File: src/rtl/fwd_pkg.sv
// Shared definitions for the operand-forwarding scoreboard.
package fwd_pkg;

    // Select code meaning "read the register file, no bypass".
    localparam int unsigned SEL_REGFILE = 0;

    // Stall-cycle counter width and its saturation value.
    localparam int unsigned CNT_W   = 16;
    localparam logic [15:0] CNT_MAX = 16'hFFFF;

    // Per-entry control flags. The destination address is kept alongside,
    // in a separate vector, because its width is a module parameter.
    typedef struct packed {
        logic valid;
        logic regwrite;
        logic load;
    } ent_flags_t;

endpackage

File: src/rtl/fwd_match.sv
// Priority match of one source operand against all in-flight producers.
module fwd_match
    import fwd_pkg::*;
#(
    parameter int unsigned DEPTH    = 2,
    parameter int unsigned LOAD_LAT = 1,
    parameter int unsigned ADDR_W   = 5,
    parameter int unsigned SEL_W    = 2
) (
    input  ent_flags_t [DEPTH-1:0]        ent_flags_i,
    input  logic       [DEPTH*ADDR_W-1:0] ent_rd_i,
    input  logic       [ADDR_W-1:0]       src_addr_i,
    output logic       [SEL_W-1:0]        sel_o,
    output logic                          load_hit_o
);

    logic found;

    // Youngest matching producer wins; $0 never matches because rd must be nonzero.
    always_comb begin
        sel_o      = SEL_W'(SEL_REGFILE);
        load_hit_o = 1'b0;
        found      = 1'b0;
        for (int unsigned k = 0; k < DEPTH; k++) begin
            if (!found && ent_flags_i[k].valid && ent_flags_i[k].regwrite &&
                (ent_rd_i[k*ADDR_W +: ADDR_W] != '0) &&
                (ent_rd_i[k*ADDR_W +: ADDR_W] == src_addr_i)) begin
                found      = 1'b1;
                sel_o      = SEL_W'(k + 1);
                load_hit_o = ent_flags_i[k].load && (k < LOAD_LAT);
            end
        end
    end

endmodule

File: src/rtl/forward_scoreboard.sv
// Tracks in-flight producers, selects bypass sources and requests load-use stalls.
module forward_scoreboard
    import fwd_pkg::*;
#(
    parameter  int unsigned NUM_SRC  = 2,
    parameter  int unsigned DEPTH    = 2,
    parameter  int unsigned LOAD_LAT = 1,
    parameter  int unsigned ADDR_W   = 5,
    localparam int unsigned SEL_W    = $clog2(DEPTH + 1)
) (
    input  logic                      clk_i,
    input  logic                      rst_i,
    input  logic                      cons_valid_i,
    input  logic [NUM_SRC*ADDR_W-1:0] src_addr_i,
    input  logic [ADDR_W-1:0]         cons_rd_i,
    input  logic                      cons_regwrite_i,
    input  logic                      cons_load_i,
    input  logic                      hold_i,
    input  logic                      flush_i,
    output logic [NUM_SRC*SEL_W-1:0]  fwd_sel_o,
    output logic                      stall_o,
    output logic [CNT_W-1:0]          stall_cnt_o
);

    ent_flags_t [DEPTH-1:0]        flags_q, flags_d;
    logic       [DEPTH*ADDR_W-1:0] rd_q, rd_d;
    logic       [CNT_W-1:0]        cnt_q, cnt_d;
    logic       [NUM_SRC-1:0]      load_hit;
    logic                          stall;
    logic                          push;

    for (genvar s = 0; s < NUM_SRC; s++) begin : g_port
        fwd_match #(
            .DEPTH    (DEPTH),
            .LOAD_LAT (LOAD_LAT),
            .ADDR_W   (ADDR_W),
            .SEL_W    (SEL_W)
        ) u_match (
            .ent_flags_i (flags_q),
            .ent_rd_i    (rd_q),
            .src_addr_i  (src_addr_i[s*ADDR_W +: ADDR_W]),
            .sel_o       (fwd_sel_o[s*SEL_W +: SEL_W]),
            .load_hit_o  (load_hit[s])
        );
    end

    // Stall on an unready load result; a flush overrides both stall and push.
    always_comb begin
        stall = cons_valid_i & ~flush_i & (|load_hit);
        push  = cons_valid_i & ~stall & ~flush_i;
    end

    // Shift the producer window one stage and insert the consumer or a bubble.
    always_comb begin
        flags_d = flags_q;
        rd_d    = rd_q;
        if (!hold_i) begin
            for (int unsigned k = 1; k < DEPTH; k++) begin
                flags_d[k]                = flags_q[k-1];
                rd_d[k*ADDR_W +: ADDR_W]  = rd_q[(k-1)*ADDR_W +: ADDR_W];
            end
            flags_d[0].valid    = push;
            flags_d[0].regwrite = push & cons_regwrite_i;
            flags_d[0].load     = push & cons_load_i;
            rd_d[ADDR_W-1:0]    = push ? cons_rd_i : '0;
        end
    end

    // Count advancing stall cycles, saturating at the top value.
    always_comb begin
        cnt_d = cnt_q;
        if (!hold_i && stall && (cnt_q != CNT_MAX)) begin
            cnt_d = cnt_q + 1'b1;
        end
    end

    // State registers with synchronous reset.
    always_ff @(posedge clk_i) begin
        if (rst_i) begin
            flags_q <= '0;
            rd_q    <= '0;
            cnt_q   <= '0;
        end else begin
            flags_q <= flags_d;
            rd_q    <= rd_d;
            cnt_q   <= cnt_d;
        end
    end

    // Drive outputs.
    always_comb begin
        stall_o     = stall;
        stall_cnt_o = cnt_q;
    end

endmodule

File: config.mk
export PLATFORM = sky130hd
export DESIGN_NAME = forward_scoreboard
export DESIGN_NICKNAME = d
export VERILOG_FILES = /design/src/rtl/fwd_pkg.sv /design/src/rtl/fwd_match.sv /design/src/rtl/forward_scoreboard.sv
export SDC_FILE = /design/constraint.sdc
export NUM_CORES = 1
export LEC_CHECK = 0
export CAP_MARGIN = 40
export CORE_ASPECT_RATIO = 0.7
export CORE_MARGIN = 5
export CORE_UTILIZATION = 49
export DETAILED_ROUTE_END_ITERATION = 8
export GPL_TIMING_DRIVEN = 0
export PLACE_DENSITY = 0.87
export SYNTH_ARGS = -nofsm -noshare
export SYNTH_HDL_FRONTEND = slang
export SYNTH_SLANG_ARGS = --single-unit
File: constraint.sdc
create_clock -name clk_i -period 2.49 [get_ports clk_i]
set_input_delay 0.3735 -clock clk_i [delete_from_list [all_inputs] [get_ports clk_i]]
set_output_delay 0.3735 -clock clk_i [all_outputs]
set_load 0.005 [all_outputs]
======== Word-level counts from Yosys, hierarchy flattened ========
Cells that the tools add are included.
word-level totals
  bits in registers ....................... 31
  bits in latches ......................... 0
  memory bits (writable) .................. 0
  ROM bits ................................ 0
  output and inout port bits .............. 21
  memories ................................ 0
cells by class
  add/sub/neg operators ................... 1
  $mul .................................... 0
  divide/modulo/power cells ............... 0
  magnitude comparators ................... 0
  eq/ne operators ......................... 5
  shift-type cells ........................ 0
  multiplexer cells ....................... 11
  bitwise operators ....................... 8
  reductions and logical operators ........ 20
operators with widths
  cell                                                              number
  5-bit equality test                                               4
  16-bit by 1-bit adder with 16-bit output (second input constant)  1
  16-bit inequality test (second input constant)                    1
  1-bit logical AND                                                 14
  5-bit nonzero test                                                2
  1-bit two-way mux                                                 8
  1-bit bitwise AND                                                 6
  5-bit two-way mux                                                 1
  2-bit two-way mux                                                 2
  1-bit zero test                                                   3
  1-bit inverter                                                    2
  2-bit OR reduction                                                1

======== Depth between registers and ports, before layout ========
Gate-level depths: netlist (run 1).
  depth in word-level cells ............... 16
  gate-level depth with buffers ........... 8

======== Cells and area by module ========
A second synthesis (run 1) with hierarchy kept.
unflattened totals
  cell total of the unflattened synthesis .. 210
  area, all modules ....................... 1855.5 um^2
modules (own cells, without submodules)
  module              instances  cells each  area each (um^2)  sequential area each (um^2)
  forward_scoreboard  1          164         1515.2            640.6
  fwd_match           2          23          170.2             0.0

======== Worst setup path before layout (run 1) ========
Ideal clock, no wire load.
  path type ............................... register to output
  start ................................... register rd_q[0]
  end ..................................... output port stall_o
  arrival ................................. 1.500 ns
  setup slack ............................. 0.617 ns
  cell stages (with the launch flop) ...... 8
  buffers on the path ..................... 1
  path through ............................ dfxtp_1 -> buf_2 -> xor2_1 -> nor3_1 -> nand3_1 -> nand2_1 -> nand3_1 -> nor3b_1
on the way
  word-level cells in the longest chain between the ends .. 12
  elaborated cells between the ends (all ways) .. 24
  classes of those cells .................. eq/ne: 2; mux: 6; bitwise: 1; reduce/logical: 15
ends and longest elaborated chain
  what                            line                      RTL
  start, declared                 forward_scoreboard.sv:26  logic [DEPTH*ADDR_W-1:0] rd_q, rd_d;
  start signal, assigned          forward_scoreboard.sv:85  rd_q <= rd_d;
  5-bit nonzero test              fwd_match.sv:26           (ent_rd_i[k*ADDR_W +: ADDR_W] != '0) &&
  1-bit logical AND               fwd_match.sv:25           if (!found && ent_flags_i[k].valid && ent_flags_i[k].regwrite &&
  1-bit logical AND               fwd_match.sv:26
  1-bit two-way mux               fwd_match.sv:25
  1-bit zero test                 fwd_match.sv:25
  1-bit logical AND (3 in a row)  fwd_match.sv:25
  1-bit logical AND               fwd_match.sv:26
  1-bit two-way mux               fwd_match.sv:25
  2-bit OR reduction *            forward_scoreboard.sv:49  stall = cons_valid_i & ~flush_i & (|load_hit);
  1-bit bitwise AND *             forward_scoreboard.sv:49
  end, declared                   forward_scoreboard.sv:21  output logic stall_o,
Mark *: on every way between the ends. The rest lies on a longest branch, timed or not.

======== Worst setup path in the final report (run 1) ========
  start ................................... input port src_addr_i[9]
  end ..................................... output port stall_o
on the way
  word-level cells in the longest chain between the ends .. 11
  elaborated cells between the ends (all ways) .. 13
  classes of those cells .................. eq/ne: 2; mux: 3; bitwise: 1; reduce/logical: 7
ends and longest elaborated chain
  what                            line                      RTL
  start, declared                 forward_scoreboard.sv:14  input logic [NUM_SRC*ADDR_W-1:0] src_addr_i,
  5-bit equality test             fwd_match.sv:27           (ent_rd_i[k*ADDR_W +: ADDR_W] == src_addr_i)) begin
  1-bit logical AND               fwd_match.sv:26
  1-bit two-way mux               fwd_match.sv:25
  1-bit zero test                 fwd_match.sv:25
  1-bit logical AND (3 in a row)  fwd_match.sv:25
  1-bit logical AND               fwd_match.sv:26
  1-bit two-way mux *             fwd_match.sv:25
  2-bit OR reduction *            forward_scoreboard.sv:49
  1-bit bitwise AND *             forward_scoreboard.sv:49
Marks and branches as above.

==> run summary, run 1 <==
Min-delay src: rst_i
RSZ-0062 raised after global routing: yes
Status: complete, no violations
Most common cell in the netlist: dfxtp_1
CTS Sinks: 31
WL final: 4.41 mm
# IOs: 43
Cell row count: 17
Critical path class: input pin to output pin
Root Buffer Master: clkbuf_8
Hold Path Class: input pin to flop
Clk buf depth: 2
Post-DP Area: 0.00216 mm2
Max_slew headroom: 59.2%
Minimum clock period: 2.40 ns
Die ar.: 0.00477 mm2
Vias in the first global route: 1531
Final Power: 1.01 mW
RD Place Congestion: 0.934
Largest net degree at the start of global routing: 12
DRT antenna net count: 0
CP Max Fanout: 5
Peak supply drop: 0.000370 V
Detailed Place HPWL: 3.29 mm
Worst clock skew: 0.00955 ns
Count of final setup violators: 0
Critical path launch point: src_addr_i[9]
Setup TNS: 0 ns
Fin area: 0.00232 mm2
DIE WIDTH: 80.4 um
Synthesized net count: 207
Top-area cell type share of the netlist area: 36.5%
Count of input and output buffers: 40
Worst Tran Pin Value: 0.612 ns
Max-cap check violation count: 0
Achievable frequency: 0.417 GHz
Leakage: 0.872 nW
Post-detailed-route wirelength per cell: 15.7 um
Synth cell count leaders: dfxtp_1 (31), nor2_1 (19), xor2_1 (16)
Total grt overflow: 0
Post-synth EDFFs: 0
Total CTS buffers: 5
Clk_lat worst skew: 0.30 ns
Diodes inserted: 0
First-pass GRT wire length: 7.29 mm
CTS tree: built
Initial DRT Pass Iterations: 4
Area Growth Syn to Fin: 36.3%
Initial antenna violation count: 0
GRT Total Usage: 20.2%
Mapped Area: 0.00170 mm2
Hold-fix buffers, CTS: 0
Synth area leaders: dfxtp_1 (36%), xor2_1 (8.2%), xnor2_1 (5.1%), nor2_1 (4.2%), mux2i_1 (4.1%)
Share of layout cells above drive strength 1: 18.4%
Layout Nets: 256
Setup crit start kind: input pin
Worst Path Arrival: 2.02 ns
Worst Path Required: 2.12 ns
DR DRC count: 0
Top_reg_cell synth: dfxtp_1
Crit end category: output pin
Synth warn: 0
Core area: 0.00323 mm2
Synth unique cells: 43
Post-synthesis sequential area ratio: 36.5%
Final hold slack: 0.481 ns
Initial cell density of the core: 52.6%
Final slew viol count: 0
Final hold violations: 0
R2r startpoint: rd_q[3]
Die Height: 59.3 um
Initial DRC Count: 94
Register bit count reported by yosys: 31
Tcrit/Tclk final: 96.3%
Syn avg cell area: 9.25 um2
Final core occ: 71.7%
Area leader, netlist: dfxtp_1
Clock-pin slew of the registers on the worst-case setup and hold paths: 0.08 ns
Async SR Flop Fraction: 0%
Via density per instance: 5.68
H-tree Lvls: 2
Via count: 1596
Mapped Cells: 184
PwrDens: 435 mW/mm2
==> registers in the layout (all words and copies together) (netlist names) <==
| register | flops |
|---|---|
| flags_q | 5 |
| rd_q | 10 |
| stall_cnt_o | 16 |
==> layout make-up <==
class,instances,area (um2)
Clock inverter,3,20.0
Fill cell,247,913
Inverter,4,15.0
Sequential cell,31,631
Multi-Input combinational cell,142,1060
Clock buffer,5,68.8
Buffer,6,31.3
Tap cell,47,58.8
Timing Repair Buffer,43,433
==> per-stage QoR <==
stage	instances	worst slack, ns
2_1_floorplan	184	0.617
3_3_place_gp	271	-0.496
3_5_place_dp	271	-0.552
4_1_cts	282	0.000440
5_1_grt	281	-0.0166
6_report	281	0.0929
==> layer usage <==
metal | vias up | global-route usage (%) | routed length, um
li1 | 772 | - | -
met1 | 744 | 28.2 | 2130
met2 | 73 | 28.7 | 1850
met3 | 7 | 5.32 | 364
met4 | 0 | 9.64 | 71
met5 | - | 0 | 0
==> cell usage in the layout (no fill, tap or decap), types with 3 or more instances in the layout <==
cell type / n
dlymetal6s2s_1: 3
a21oi_1: 5
or4_1: 5
a22o_1: 7
dlygate4sd2_1: 4
or3_1: 3
clkbuf_8: 5
and2_1: 3
nor2_1: 17
buf_6: 3
inv_1: 4
nor3_1: 3
dfxtp_1: 23
clkdlybuf4s50_1: 32
o31ai_1: 3
a21oi_2: 4
mux2i_1: 7
xor2_1: 16
dfxtp_2: 8
o21ai_1: 3
xnor2_1: 10
nand3_1: 8
nand2_1: 8
o211ai_1: 4
a211oi_1: 3
==> what timing repair did <==
action / in CTS / in global routing
endpoints found under the setup margin: 5 / 4
resized for setup: 17 / 10
buffers inserted: 3 / 0
gates cloned: 0 / 0
pin swaps: 4 / 3
==> path summary, 6_finish.rpt <==
kind	cells after the start	end	slack [ns]
min reg2reg	2	flags_q[4]	0.52
max reg2reg	8	stall_cnt_o[15]	0.40
min	2	stall_cnt_o[5]	0.48
max	8	stall_o	0.09
==> critical path, stage by stage <==
cell and delay, ns:
clkdlybuf4s50_1 0.45, xor2_1 0.16, nor3_2 0.23, nand3_2 0.15
nand2_4 0.13, nand3_1 0.11, nor3b_2 0.16, dlygate4sd2_1 0.25
==> where the power goes <==
group	total (mW)	switching, mW	internal [mW]
Clock	0.402	0.208	0.194
Sequential	0.509	0.00795	0.501
Combinational	0.0982	0.0453	0.0528
==> cell families (layout without fill, tap and decap cells) <==
logic type | Yosys count | in the layout | share of synthesized area, %
flip-flops | 31 | 31 | 36.5
AND/OR/NAND/NOR | 68 | 68 | 21.5
XOR/XNOR | 26 | 26 | 13.4
buffers and inverters | 11 | 61 | 3.01
multiplexers | 7 | 7 | 4.12
adder cells (fa/ha/maj) | 1 | 1 | 0.735
AO/OA/AOI/OAI | 40 | 40 | 20.7
Note: power is estimated with default switching activity, not from simulation.
==> inputs of run 2 (changes only) <==
- SKIP_CTS_REPAIR_TIMING: not set -> 1
==> run 2 against run 1 <==
  * The run now ends with setup timing left
  * Global-route usage shrank 0.87 points
  * Total power decreased by 0.30%
  * Sequential share of layout area decreased by 0.44 points
  * Largest power group unchanged
  * Critical endpoint unchanged
  * Via count increased by 0.13%
==> run summary, run 2 (synthesis gave the netlist of run 1 again) <==
Setup crit start kind: input pin
# IOs: 43
Final hold violations: 0
Die ar.: 0.00477 mm2
Max reg flops: 16
Root Buffer Master: clkbuf_8
Crit path top cell by count: clkdlybuf4s50_1
Core area: 0.00323 mm2
Commonest cells after routing, fill and taps aside: clkdlybuf4s50_1 (37), dfxtp_1 (29), nor2_1 (17)
Int Pwr: 0.749 mW
GRT Total Usage: 19.3%
Worst setup endpoint: stall_o
Worst flop-to-flop path endpoint: stall_cnt_o[15]
Initial cell density of the core: 52.6%
Status: finished, violations left
Slowest CP cell: clkdlybuf4s50_1
R2r startpoint: rd_q[0]
Detailed Place HPWL: 3.29 mm
Sw power: 0.257 mW
RSZ-0062 raised after global routing: yes
Achievable frequency: 0.368 GHz
Multi-input gate area: 0.00106 mm2
Logic pwr share: 10.0%
CTS Sinks: 31
Reg area: 623 um2
Failing checks: setup timing
Setup TNS: -0.330 ns
Hold Path Class: input pin to flop
Sequential Power Share: 50.5%
Via count: 1598
Initial DRT Pass Iterations: 4
Minimum clock period: 2.72 ns
Vias in the first global route: 1501
Cell row count: 17
Layout Nets: 259
CP peak stage delay: 0.52 ns
Final Power: 1.01 mW
Initial DRC Count: 105
Worst setup margin: -0.230 ns
CTS tree: built
Final hold slack: 0.484 ns
Die Height: 59.3 um
Total CTS buffers: 5
Final slew viol count: 0
Initial antenna violation count: 0
Most common cell after layout, fill and taps aside: clkdlybuf4s50_1
H-tree Lvls: 2
Critical path launch point: src_addr_i[4]
Via density per instance: 5.63
PwrDens: 432 mW/mm2
Largest net degree at the start of global routing: 12
Critical-path cell list: clkdlybuf4s50_1 > xor2_1 > nor3_2 > nand3_2 > nand2_4 > nand3_1 > nor3b_2 > clkdlybuf4s50_1
Max-cap check violation count: 0
Worst Path Arrival: 2.35 ns
Worst Tran Pin Value: 0.614 ns
Worst clock skew: 0.00914 ns
Count of final setup violators: 2
Share of layout cells above drive strength 1: 16.9%
Sw Share: 25.6%
Placement Setup Slack: -0.552 ns
First-pass GRT wire length: 7.02 mm
Critical path class: input pin to output pin
Post-detailed-route wirelength per cell: 15.6 um
Count of input and output buffers: 40
Worst Path Required: 2.12 ns
DRT antenna net count: 0
DR DRC count: 0
Peak supply drop: 0.000388 V
CP Max Fanout: 5
Max_slew headroom: 59.1%
Diodes inserted: 0
DIE WIDTH: 80.4 um
Fillers: 249
Clk buf depth: 2
Leakage: 0.887 nW
Crit end category: output pin
FF-to-FF path depth: 8
Tcrit/Tclk final: 109%
R2R setup slack: 0.41 ns
WL final: 4.44 mm
Area Growth Syn to Fin: 36.9%
Clock power share: 39.5%
RD Place Congestion: 0.934
Clock-pin slew of the registers on the worst-case setup and hold paths: 0.07 ns
Clk_lat worst skew: 0.30 ns
Total grt overflow: 0
run 2: power by group through the flow:
stage	logic, mW	clock network (mW)	registers (mW)
3_3_place_gp	0.0908	0	0.518
3_5_place_dp	0.0928	0	0.519
4_1_cts	0.0933	0.408	0.507
5_1_grt	0.108	0.432	0.508
2_1_floorplan	0.0478	0	0.516
6_report	0.101	0.397	0.508
run 2: layer usage:
| metal | global-route usage, % | vias up | share of wire [%] |
|---|---|---|---|
| li1 | - | 775 | - |
| met1 | 27.5 | 749 | 50 |
| met2 | 26.9 | 64 | 42 |
| met3 | 4.86 | 10 | 6.7 |
| met4 | 9.40 | 0 | 1.8 |
| met5 | 0 | - | 0 |
run 2: final cells by class:
type,count,share of cell area [%]
Tap cell,47,2.52
Sequential cell,31,26.7
Multi-Input combinational cell,142,45.6
Timing Repair Buffer,45,19.1
Buffer,7,1.56
Inverter,4,0.644
Clock inverter,3,0.859
Clock buffer,5,2.95
run 2: per-stage QoR:
step | utilization [%] | area (um2) | std cells
2_1_floorplan | - | 1700 | 184
3_5_place_dp | 66.8 | 2160 | 271
5_1_grt | 72.1 | 2330 | 284
4_1_cts | 69.6 | 2250 | 279
3_3_place_gp | 66.8 | 2160 | 271
6_report | 72.1 | 2330 | 284
run 2: worst min-delay path by stage:
stage              startpoint             end  slack, ns  cells past startpoint
6_report                rst_i  stall_cnt_o[5]       0.48                      2
5_1_grt                 rst_i  stall_cnt_o[5]       0.53                      2
4_1_cts                 rst_i  stall_cnt_o[5]       0.46                      2
3_5_place_dp   stall_cnt_o[5]  stall_cnt_o[5]       0.49                      2
3_3_place_gp       flags_q[4]      flags_q[4]       0.48                      2
2_1_floorplan      flags_q[5]      flags_q[5]       0.46                      2
run 2: worst max-delay path, delay by kind of cell:
kind,cells,cell delay [ns]
XOR/XNOR,1,0.17
buffers and inverters,2,0.97
AND/OR/NAND/NOR,5,0.84
==> inputs of run 3 (changes only) <==
- PLACE_DENSITY: 0.87 -> not set
- PLACE_DENSITY_LB_ADDON: not set -> 0.12
==> run 3 against run 2 <==
  * The flow now finishes without violations
  * Sequential cell count did not move
  * Sequential power about the same
  * Via count did not move
  * Clock skew is 0.00060 ns lower
  * Core utilization is 0.58 points higher
  * Maximum frequency increased by 12%
  * Final cell count down 0.35%
  * Global-route usage rose by 0.95 points
  * Sequential share of layout area fell by 0.16 points
  * Count of clock-buffer cells in the layout unchanged
  * Routed wire length increased by 3.4%
==> run summary, run 3 (synthesis gave the netlist of run 1 again) <==
Leakage: 0.944 nW
WL final: 4.59 mm
Diodes inserted: 0
Via count: 1598
RSZ-0062 raised after global routing: no
CTS tree: built
Initial antenna violation count: 0
Cell row count: 17
Buffers & Inverters on Critical Path: 4
Top Usage Layer GRT: met2
Total CTS buffers: 5
Largest net degree at the start of global routing: 13
Commonest cells after routing, fill and taps aside: clkdlybuf4s50_1 (33), dfxtp_1 (28), nor2_1 (17)
Grt met1 use: 24.7%
Critical-path cell list: clkdlybuf4s50_1 > xor2_1 > nor3_2 > nand3_2 > buf_4 > buf_4 > nor2_4 > nor4_1 > dlymetal6s2s_1
Post-detailed-route wirelength per cell: 16.2 um
Die ar.: 0.00477 mm2
Detailed Place HPWL: 3.52 mm
Initial cell density of the core: 52.6%
Minimum clock period: 2.42 ns
Via density per instance: 5.65
H-tree Lvls: 2
Achievable frequency: 0.413 GHz
Vias in the first global route: 1600
Clk_lat worst skew: 0.29 ns
Tcrit/Tclk final: 97.3%
First-pass GRT wire length: 7.29 mm
GRT met2 Usage: 33.4%
Crit end category: output pin
Layout Nets: 258
DR DRC count: 0
Initial DRC Count: 93
Count of input and output buffers: 40
Final hold slack: 0.495 ns
CP peak stage delay: 0.45 ns
Fillers: 258
Count of final setup violators: 0
R2R setup slack: 0.41 ns
PwrDens: 434 mW/mm2
Worst Path Arrival: 2.05 ns
Routing usage on met3: 6.69%
Max_slew headroom: 61.2%
Placement Setup Slack: -0.595 ns
DIE WIDTH: 80.4 um
Worst Tran Pin Value: 0.583 ns
Die Height: 59.3 um
Peak supply drop: 0.000318 V
Initial DRT Pass Iterations: 4
Total grt overflow: 0
Max reg flops: 16
DRT antenna net count: 0
GRT Total Usage: 20.2%
Multi-input gate area: 0.00107 mm2
Most common cell after layout, fill and taps aside: clkdlybuf4s50_1
Critical path's top delay family: buffers and inverters
Max-cap check violation count: 0
Worst clock skew: 0.00854 ns
Setup crit start kind: input pin
Worst Path Required: 2.12 ns
Setup TNS: 0 ns
Crit path top cell by count: buf_4
Fin area: 0.00235 mm2
Reg area: 624 um2
Hold Path Class: input pin to flop
Clock-pin slew of the registers on the worst-case setup and hold paths: 0.07 ns
# IOs: 43
Status: complete, no violations
Final slew viol count: 0
Core area: 0.00323 mm2
Post-DP Area: 0.00216 mm2
RD Place Congestion: 0.864
Share of layout cells above drive strength 1: 17.4%
CTS Sinks: 31
Slowest CP cell: clkdlybuf4s50_1
Critical path class: input pin to output pin
CP Max Fanout: 3
Worst setup margin: 0.0678 ns
Final hold violations: 0
Clk buf depth: 2
Root Buffer Master: clkbuf_8
Area Growth Syn to Fin: 38.0%
-- run 3: layout make-up --
type,instances,share of cell area (%)
plain buffers,7,1.55
clock buffers,5,2.93
clock inverters,3,1.07
inverters,4,0.639
multi-input cells,142,45.7
flip-flops and latches,31,26.6
well taps,47,2.50
repair buffers,44,19.1
-- run 3: worst register-to-register path: cells and delay by family (launching register included) --
kind                     cells  cell delay, ns
adder cells (fa/ha/maj)      1            0.26
buffers and inverters        1            0.16
AND/OR/NAND/NOR              3            0.61
XOR/XNOR                     1            0.17
AO/OA/AOI/OAI                2            0.34
flip-flops                   1            0.41
-- run 3: power breakdown --
group / internal (mW) / total [mW] / switching (mW) / leakage, nW
Sequential: 0.501 / 0.508 / 0.00716 / 0.252
Combinational: 0.0529 / 0.101 / 0.0485 / 0.648
Clock: 0.199 / 0.410 / 0.210 / 0.0443
-- run 3: final timing paths --
path / start / end / cells past startpoint
worst min-delay path: rst_i / stall_cnt_o[5] / 2
worst max register to register: stall_cnt_o[0] / stall_cnt_o[0] / 8
worst max-delay path: src_addr_i[9] / fwd_sel_o[3] / 9
worst min register to register: stall_cnt_o[1] / stall_cnt_o[1] / 2
-- run 3: per-layer routing --
| layer | wire (um) | up-vias |
|---|---|---|
| met5 | 0 | - |
| met4 | 60 | 0 |
| met3 | 352 | 8 |
| met2 | 2170 | 64 |
| met1 | 2000 | 758 |
| li1 | - | 768 |
-- run 3: metrics by stage --
stage	cells	total power, mW	util [%]
global route	283	1.06	72.6
finish	283	1.02	72.6
detailed placement	271	0.613	66.8
floorplan	184	0.564	-
global placement	271	0.609	66.8
CTS	279	1.02	69.7
